`config.mk`:
```
export PLATFORM = sky130hd
export DESIGN_NAME = pipe_adder_n
export DESIGN_NICKNAME = d
export VERILOG_FILES = /design/src/rtl/pipe_adder_n.sv
export SDC_FILE = /design/constraint.sdc
export NUM_CORES = 1
export LEC_CHECK = 0
export CAP_MARGIN = 10
export CELL_PAD_IN_SITES_DETAIL_PLACEMENT = 0
export CELL_PAD_IN_SITES_GLOBAL_PLACEMENT = 1
export CORE_MARGIN = 2
export CORE_UTILIZATION = 25
export CTS_CLUSTER_DIAMETER = 40
export DETAILED_ROUTE_END_ITERATION = 10
export GPL_ROUTABILITY_DRIVEN = 0
export PLACE_DENSITY = 0.51
export SETUP_SLACK_MARGIN = 0.1
export SKIP_LAST_GASP = 1
export SLEW_MARGIN = 25
export SYNTH_ARGS = -nofsm -noshare
export SYNTH_HDL_FRONTEND = slang
export SYNTH_SLANG_ARGS = --single-unit
```
`constraint.sdc`:
```
create_clock -name clk -period 5.94 [get_ports clk]
set_input_delay 1.485 -clock clk [delete_from_list [all_inputs] [get_ports clk]]
set_output_delay 1.485 -clock clk [all_outputs]
set_load 0.02 [all_outputs]
```
`src/rtl/pipe_adder_n.sv`:
```
// Pipelined WIDTH-bit adder/subtractor, one SW-bit carry slice per stage, valid/ready handshake.
// Define PIPE_ADDER_OVF_EN to compile in signed-overflow tracking; otherwise ovf is tied to 0.
module pipe_adder_n #(
   parameter int unsigned WIDTH  = 16,
   parameter int unsigned STAGES = 4
) (
   input  logic             clk,
   input  logic             rst,
   input  logic             in_valid,
   output logic             in_ready,
   input  logic [WIDTH-1:0] a,
   input  logic [WIDTH-1:0] b,
   input  logic             cin,
   input  logic             sub,
   output logic             out_valid,
   input  logic             out_ready,
   output logic [WIDTH-1:0] s,
   output logic             co,
   output logic             ovf
);

   localparam int unsigned SW   = WIDTH / STAGES;
   localparam int unsigned SW1  = SW + 1;
   localparam int unsigned LAST = STAGES - 1;
   localparam int unsigned MSB  = WIDTH - 1;

   logic             advance_c;
   logic [STAGES-1:0] pv;
   logic [STAGES-1:0] pc;
   logic [WIDTH-1:0] pa [STAGES];
   logic [WIDTH-1:0] pb [STAGES];
   logic [WIDTH-1:0] ps [STAGES];

   logic [SW:0]       sl [STAGES];
   logic [WIDTH-1:0]  ns [STAGES];
   logic [STAGES-1:0] nc;

   assign advance_c = !out_valid || out_ready;
   assign in_ready  = !rst && advance_c;

   // Each stage adds its own slice using the carry handed over by the previous stage.
   always_comb begin
      for (int k = 0; k < int'(STAGES); k++) begin
         sl[k] = {1'b0, pa[k][k*SW +: SW]} + {1'b0, pb[k][k*SW +: SW]} + SW1'(pc[k]);
         ns[k] = ps[k];
         ns[k][k*SW +: SW] = sl[k][SW-1:0];
         nc[k] = sl[k][SW];
      end
   end

   // Whole pipeline, including the output register, shifts together on advance.
   always_ff @(posedge clk or posedge rst) begin
      if (rst) begin
         pv        <= '0;
         pc        <= '0;
         for (int k = 0; k < int'(STAGES); k++) begin
            pa[k] <= '0;
            pb[k] <= '0;
            ps[k] <= '0;
         end
         out_valid <= 1'b0;
         s         <= '0;
         co        <= 1'b0;
         ovf       <= 1'b0;
      end else if (advance_c) begin
         pv[0] <= in_valid;
         pa[0] <= a;
         pb[0] <= sub ? ~b : b;
         pc[0] <= sub | cin;
         ps[0] <= '0;
         for (int k = 1; k < int'(STAGES); k++) begin
            pv[k] <= pv[k-1];
            pa[k] <= pa[k-1];
            pb[k] <= pb[k-1];
            ps[k] <= ns[k-1];
            pc[k] <= nc[k-1];
         end
         out_valid <= pv[LAST];
         s         <= ns[LAST];
         co        <= nc[LAST];
`ifdef PIPE_ADDER_OVF_EN
         ovf <= (pa[LAST][MSB] == pb[LAST][MSB]) && (ns[LAST][MSB] != pa[LAST][MSB]);
`else
         ovf <= 1'b0;
`endif
      end
   end

endmodule

```
==> results of run 1 <==
==> synth_stat cells <==
| cell type | number |
|---|---|
| xnor2_1 | 16 |
| nor2b_1 | 3 |
| xor2_1 | 8 |
| a21o_1 | 5 |
| dfrtp_1 | 130 |
| fa_1 | 8 |
| buf_6 | 2 |
| a21oi_1 | 15 |
| ha_1 | 12 |
| o21ai_0 | 30 |
| clkbuf_1 | 1 |
| nor2b_2 | 1 |
| conb_1 | 1 |
| buf_2 | 15 |
| nor2_1 | 14 |
| nand2b_1 | 2 |
| buf_4 | 14 |
| nand2_1 | 304 |
| inv_1 | 10 |
==> layout make-up <==
type / instances / area [sq um]
clock inverter: 6 / 80.1
multi-input combinational: 419 / 2030
inverter: 10 / 42.5
fill: 2296 / 14900
timing repair buffer: 60 / 591
sequential: 130 / 3250
tap: 280 / 350
clock buffer: 24 / 482
==> per-layer routing <==
metal	GRT usage, %	vias to the layer above
met5	0	-
met4	3.70	0
met3	3.92	9
met2	15.2	54
met1	13.3	1744
li1	-	1915
==> cell families after synthesis <==
| logic type | Yosys count |
|---|---|
| flip-flops | 130 |
| buffers and inverters | 42 |
| adder cells (fa/ha/maj) | 20 |
| AO/OA/AOI/OAI | 50 |
| XOR/XNOR | 24 |
| other | 1 |
| AND/OR/NAND/NOR | 324 |
==> cell usage in the layout (no fill, tap or decap), types with 8 or more instances in the layout <==
cell	count
fa_1	8
clkdlybuf4s50_1	56
xor2_1	8
clkbuf_16	17
xnor2_1	16
nand2_1	304
ha_1	12
a21oi_1	15
dfrtp_1	130
nor2_1	14
o21ai_0	30
inv_1	9
==> worst max-delay path by stage <==
stage | endpoint | slack [ns]
floorplan | co | 0.99
global placement | in_ready | 1.64
detailed placement | in_ready | 1.63
CTS | in_ready | 1.63
global route | in_ready | 1.60
finish | in_ready | 1.66
==> flip-flops by register name (all words and copies together), names as in the netlist <==
name	flops
co	1
pc	4
pb	40
ns	24
pv	4
s	16
pa	40
out_valid	1
==> critical path, cell delays in order <==
cell,delay (ns)
clkdlybuf4s50_1,0.52
nor2b_4,0.07
nor2_1,0.10
clkdlybuf4s50_1,0.61
==> through the flow <==
stage	instances	hold WS (ns)	cell area, sq um
6_report	929	0.461	6830
5_1_grt	929	0.487	6830
4_1_cts	929	0.467	6830
3_5_place_dp	899	0.454	6270
3_3_place_gp	899	0.443	6270
2_1_floorplan	591	0.430	5520
==> power by group <==
group / internal [W] / switching, W / total (W)
logic: 0.000503 / 0.000667 / 0.00117
clock network: 0.000643 / 0.000364 / 0.00101
registers: 0.00128 / 0.000222 / 0.00151
==> impl_metrics.csv, run 1 <==
group,metric,value,unit
sta,max_slew_margin,35.3,%
sta,timing.fmax,234,MHz
global_routing,grt_pass1_vias,3882,
logic_synthesis,syn_nets,649,
power_and_ir_drop,leakage,3.35,nW
status,outcome,"finished, final reports clean",
global_routing,overflow,0,
die,die_area,23300,sq um
critical_path,rrSetupSlack,3.64,ns
logic_synthesis,synth_area,5520,sq um
place,pre_cts_ws,1.63,ns
logic_synthesis,synth.avg_cell_area,9.34,sq um
sta,fin_crit,4.28,ns
critical_path,reg2reg_depth,4,
logic_synthesis,yosys_warnings,0,
routing,drt_iter0_markers,229,
clock_network,hold_buffers,0,
routing,wl_met3,438,um
sta,worst_slack,1.66,ns
place,place_hpwl,6760,um
global_routing,grt_pass1_wl,19100,um
routing,highest_layer,"met4",
clock_network,htree_num_levels,4,
die,die_x,153,um
power_and_ir_drop,vdd_drop_max,0.150,mV
final_layout,fin_nets,696,
routing,first_pass_iters,4,
logic_synthesis,ys_ff_latch,130,
logic_synthesis,yosysTopAreaCell,"dfrtp_1",
global_routing,antenna_found_initial,0,
clock_network,cts_sinks,130,
power_and_ir_drop,power.density,539,nW/um^2
logic_synthesis,synthMuxAreaShare,0,%
sta,worst_pin_slew,0.971,ns
final_layout,area_growth,23.8,%
clock_network,clock_path_buffers,2,
clock_network,cts_setup_buffers,0,
routing,routed_wl,10900,um
logic_synthesis,synth_top_family_by_area,"simple AND/OR/NAND/NOR gates",
logic_synthesis,syn_inst,591,
clock_network,clk_pin_slew,0.05,ns
die,num_rows,54,
die,num_io_pins,58,
flow_run,cap_violations,0,
worst_hold_path,whs_path_depth,1,
worst_hold_path,hp-start,"pv[3]",
die,core-area,21800,sq um
critical_path,endpoint_kind,"output port",
logic_synthesis,synth_adder_area_share,5.62,%
logic_synthesis,synth.top_cells.by_area,"dfrtp_1 (59%), nand2_1 (21%), fa_1 (2.9%)",
logic_synthesis,seq_area_frac_synth,59.0,%
critical_path,worstPathRequired,4.45,ns
critical_path,startpoint,"out_ready",
sta,fin_skew,0.00506,ns
sta,slew_viol_final,0,
sta,post-route-period-util,72.0,%
sta,tns,0,ns
worst_hold_path,hp-class,"register to register",
routing,drc,0,
power_and_ir_drop,total_power,0.00368,W
critical_path,start_kind,"input pin",
worst_hold_path,min_to,"out_valid",
logic_synthesis,yosys.area_share.simple,22.4,%
die,initial_core_util,25.4,%
critical_path,worst_ep_arrival_time,2.79,ns
critical_path,reg2reg_to,"pb[58]",
clock_network,cts_tree,"yes",
critical_path,criticalPathCategory,"input pin to output port",
sta,setup_viol,0,
sta,hold_viol,0,
die,die_y,153,um
logic_synthesis,synth_cell_type_count,19,
final_layout,antenna_cells,0,
global_routing,track_usage,10.1,%
routing,routed_via_density,4.01,
sta,rsz0062_at_grt,"false",
routing,dr_total_vias,3722,
clock_network,clk_latency,0.41,ns
final_layout,fin_util,31.4,%
logic_synthesis,synthXorXnorAreaFrac,3.81,%
global_routing,grt_max_degree,92,
place,port_buffers,56,
routing,wl_met2,4780,um
clock_network,cts_made_buffers,17,
routing,wl_met1,5550,um
routing,drt.antenna.violating_nets,0,
clock_network,cts_resized,0,
critical_path,reg2reg_from,"out_valid",
logic_synthesis,yosys.area.top_type_share,59.0,%
final_layout,drive_gt1_share,5.08,%
critical_path,cp_max_fo,2,
routing,wire_per_inst,11.8,um
clock_network,cts_root_buf,"clkbuf_16",
logic_synthesis,synth_compound_area_share,4.76,%
Power figures use the tool's default switching activity.
==> inputs of run 2 (changes only) <==
--- a/config.mk
+++ b/config.mk
@@ -13,7 +13,7 @@
 export CTS_CLUSTER_DIAMETER = 40
 export DETAILED_ROUTE_END_ITERATION = 10
 export GPL_ROUTABILITY_DRIVEN = 0
-export PLACE_DENSITY = 0.51
+export PLACE_DENSITY = 0.53
 export SETUP_SLACK_MARGIN = 0.1
 export SKIP_LAST_GASP = 1
 export SLEW_MARGIN = 25
==> constraint.sdc (replaced) <==
create_clock -name clk -period 3.86 [get_ports clk]
set_input_delay 0.965 -clock clk [delete_from_list [all_inputs] [get_ports clk]]
set_output_delay 0.965 -clock clk [all_outputs]
set_load 0.02 [all_outputs]
==> impl_metrics.csv, run 2 (same netlist as run 1, synthesis figures left out) <==
group,metric,value,unit
status,outcome,"finished, final reports clean",
clock_network,cts_setup_buffers,0,
routing,wire_per_inst,11.5,um
critical_path,start_kind,"input pin",
global_routing,grt_pass1_vias,3808,
power_and_ir_drop,swShare,33.6,%
critical_path,cp_num_cells,4,
clock_network,cts_sinks,130,
critical_path,reg2reg_from,"pc[3]",
routing,dr_total_vias,3678,
sta,fin_skew,0.00649,ns
sta,post-route-period-util,84.4,%
routing,routed_via_density,3.95,
die,num_io_pins,58,
sta,rsz0062_at_grt,"false",
worst_hold_path,whs_path_depth,2,
sta,tns,0,ns
clock_network,cts_tree,"yes",
place,place_hpwl,6670,um
clock_network,cts_root_buf,"clkbuf_16",
final_layout,area_growth,25.8,%
global_routing,grt_max_degree,137,
power_and_ir_drop,p_int,0.00388,W
routing,first_pass_iters,4,
power_and_ir_drop,power_frac_clock,29.1,%
power_and_ir_drop,power.density,843,nW/um^2
die,die_x,153,um
critical_path,cp_cell_sequence,"clkdlybuf4s50_1 > nor2b_4 > nor2_1 > clkdlybuf4s50_1",
clock_network,clock_path_buffers,2,
global_routing,grt_pass1_wl,18600,um
power_and_ir_drop,power_frac_comb,31.2,%
clock_network,clk_latency,0.41,ns
critical_path,cp_top_family,"buffers and inverters",
final_layout,antenna_cells,0,
sta,fin_crit,3.26,ns
final_layout,num-fill-cells,2323,
critical_path,cpMostUsedCell,"clkdlybuf4s50_1",
worst_hold_path,min_to,"s[7]",
critical_path,rrSetupSlack,1.99,ns
critical_path,worst-path-buf-inv,2,
power_and_ir_drop,vdd_drop_max,0.245,mV
global_routing,track_usage,9.92,%
sta,hold_viol,0,
clock_network,cts_made_buffers,17,
die,initial_core_util,25.4,%
clock_network,cts_resized,0,
critical_path,reg2reg_to,"co",
routing,drt.antenna.violating_nets,0,
final_layout,final_cell_mix,"nand2_1 (304), dfrtp_1 (130), clkdlybuf4s50_1 (56)",
worst_hold_path,hp-start,"s[7]",
critical_path,cp_max_fo,2,
sta,timing.fmax,307,MHz
sta,worst_pin_slew,0.962,ns
final_layout,final_common_cell,"nand2_1",
power_and_ir_drop,power_switching,0.00197,W
critical_path,endpoint_kind,"output port",
power_and_ir_drop,seq_power_share,39.7,%
critical_path,crit_path_max_incr_delay,0.61,ns
routing,drc,0,
die,core-area,21800,sq um
routing,drt_iter0_markers,194,
clock_network,clk_pin_slew,0.06,ns
global_routing,overflow,0,
critical_path,crit_slowest_cell,"clkdlybuf4s50_1",
sta,fin_hold_ws,0.462,ns
critical_path,worstPathRequired,2.89,ns
critical_path,criticalPathCategory,"input pin to output port",
sta,max_slew_margin,35.7,%
final_layout,drive_gt1_share,5.99,%
critical_path,startpoint,"out_ready",
final_layout,fin_nets,696,
clock_network,hold_buffers,0,
clock_network,htree_num_levels,4,
power_and_ir_drop,leakage,3.38,nW
critical_path,reg2reg_depth,5,
die,num_rows,54,
critical_path,worst_ep_arrival_time,2.29,ns
sta,setup_viol,0,
die,die_y,153,um
sta,slew_viol_final,0,
global_routing,antenna_found_initial,0,
flow_run,cap_violations,0,
place,port_buffers,56,
routing,routed_wl,10700,um
die,die_area,23300,sq um
worst_hold_path,hp-class,"register to register",
==> run 2: changes by cell type in the layout (fill, tap and decap cells not counted), sizes merged <==
cell      before  now
bufinv         2    4
clkbuf        24   19
clkinvlp       0    5
==> run 2: cell type report <==
class | count | area (sq um) | share of cell area (%)
multi-input cells | 419 | 2030 | 29.3
repair buffers | 60 | 628 | 9.05
flip-flops and latches | 130 | 3250 | 46.9
inverters | 10 | 41.3 | 0.595
well taps | 280 | 350 | 5.05
clock inverters | 13 | 183 | 2.63
clock buffers | 19 | 453 | 6.52
==> run 2: worst max path at each step <==
stage                          end  slack [ns]
after CTS                 in_ready        0.57
after global placement    in_ready        0.58
after floorplan                 co        1.29
after detailed placement  in_ready        0.57
final                     in_ready        0.60
after global routing      in_ready        0.56
==> run 2: routing by layer <==
metal,vias to the layer above,track usage (%),share of wire [%]
met3,16,3.24,4.3
met1,1683,12.7,51
li1,1923,-,-
met4,0,4.63,2.1
met2,56,15.2,43
met5,-,0,0
==> run 2: power by group through the flow <==
stage	registers, W	clock network [W]	logic (W)
after global routing	0.00241	0.00182	0.00215
final	0.00232	0.00170	0.00183
after detailed placement	0.00235	0	0.00188
after CTS	0.00233	0.00176	0.00189
after floorplan	0.00237	0	0.00126
after global placement	0.00233	0	0.00185
==> run 2: through the flow <==
| stage | power, W | cells | util, % | setup WS [ns] | instance area (sq um) |
|---|---|---|---|---|---|
| 6_report | 0.00585 | 931 | 31.9 | 0.601 | 6940 |
| 5_1_grt | 0.00638 | 931 | 31.9 | 0.563 | 6940 |
| 4_1_cts | 0.00598 | 931 | 31.9 | 0.571 | 6940 |
| 3_5_place_dp | 0.00423 | 899 | 29.0 | 0.567 | 6310 |
| 3_3_place_gp | 0.00418 | 899 | 29.0 | 0.583 | 6310 |
| 2_1_floorplan | 0.00363 | 591 | - | 1.29 | 5520 |
==> run 2: worst min-delay path, stage by stage (launching register included) <==
cell and delay [ns]:
dfrtp_1 0.34, nand2_1 0.05, nand2_1 0.05
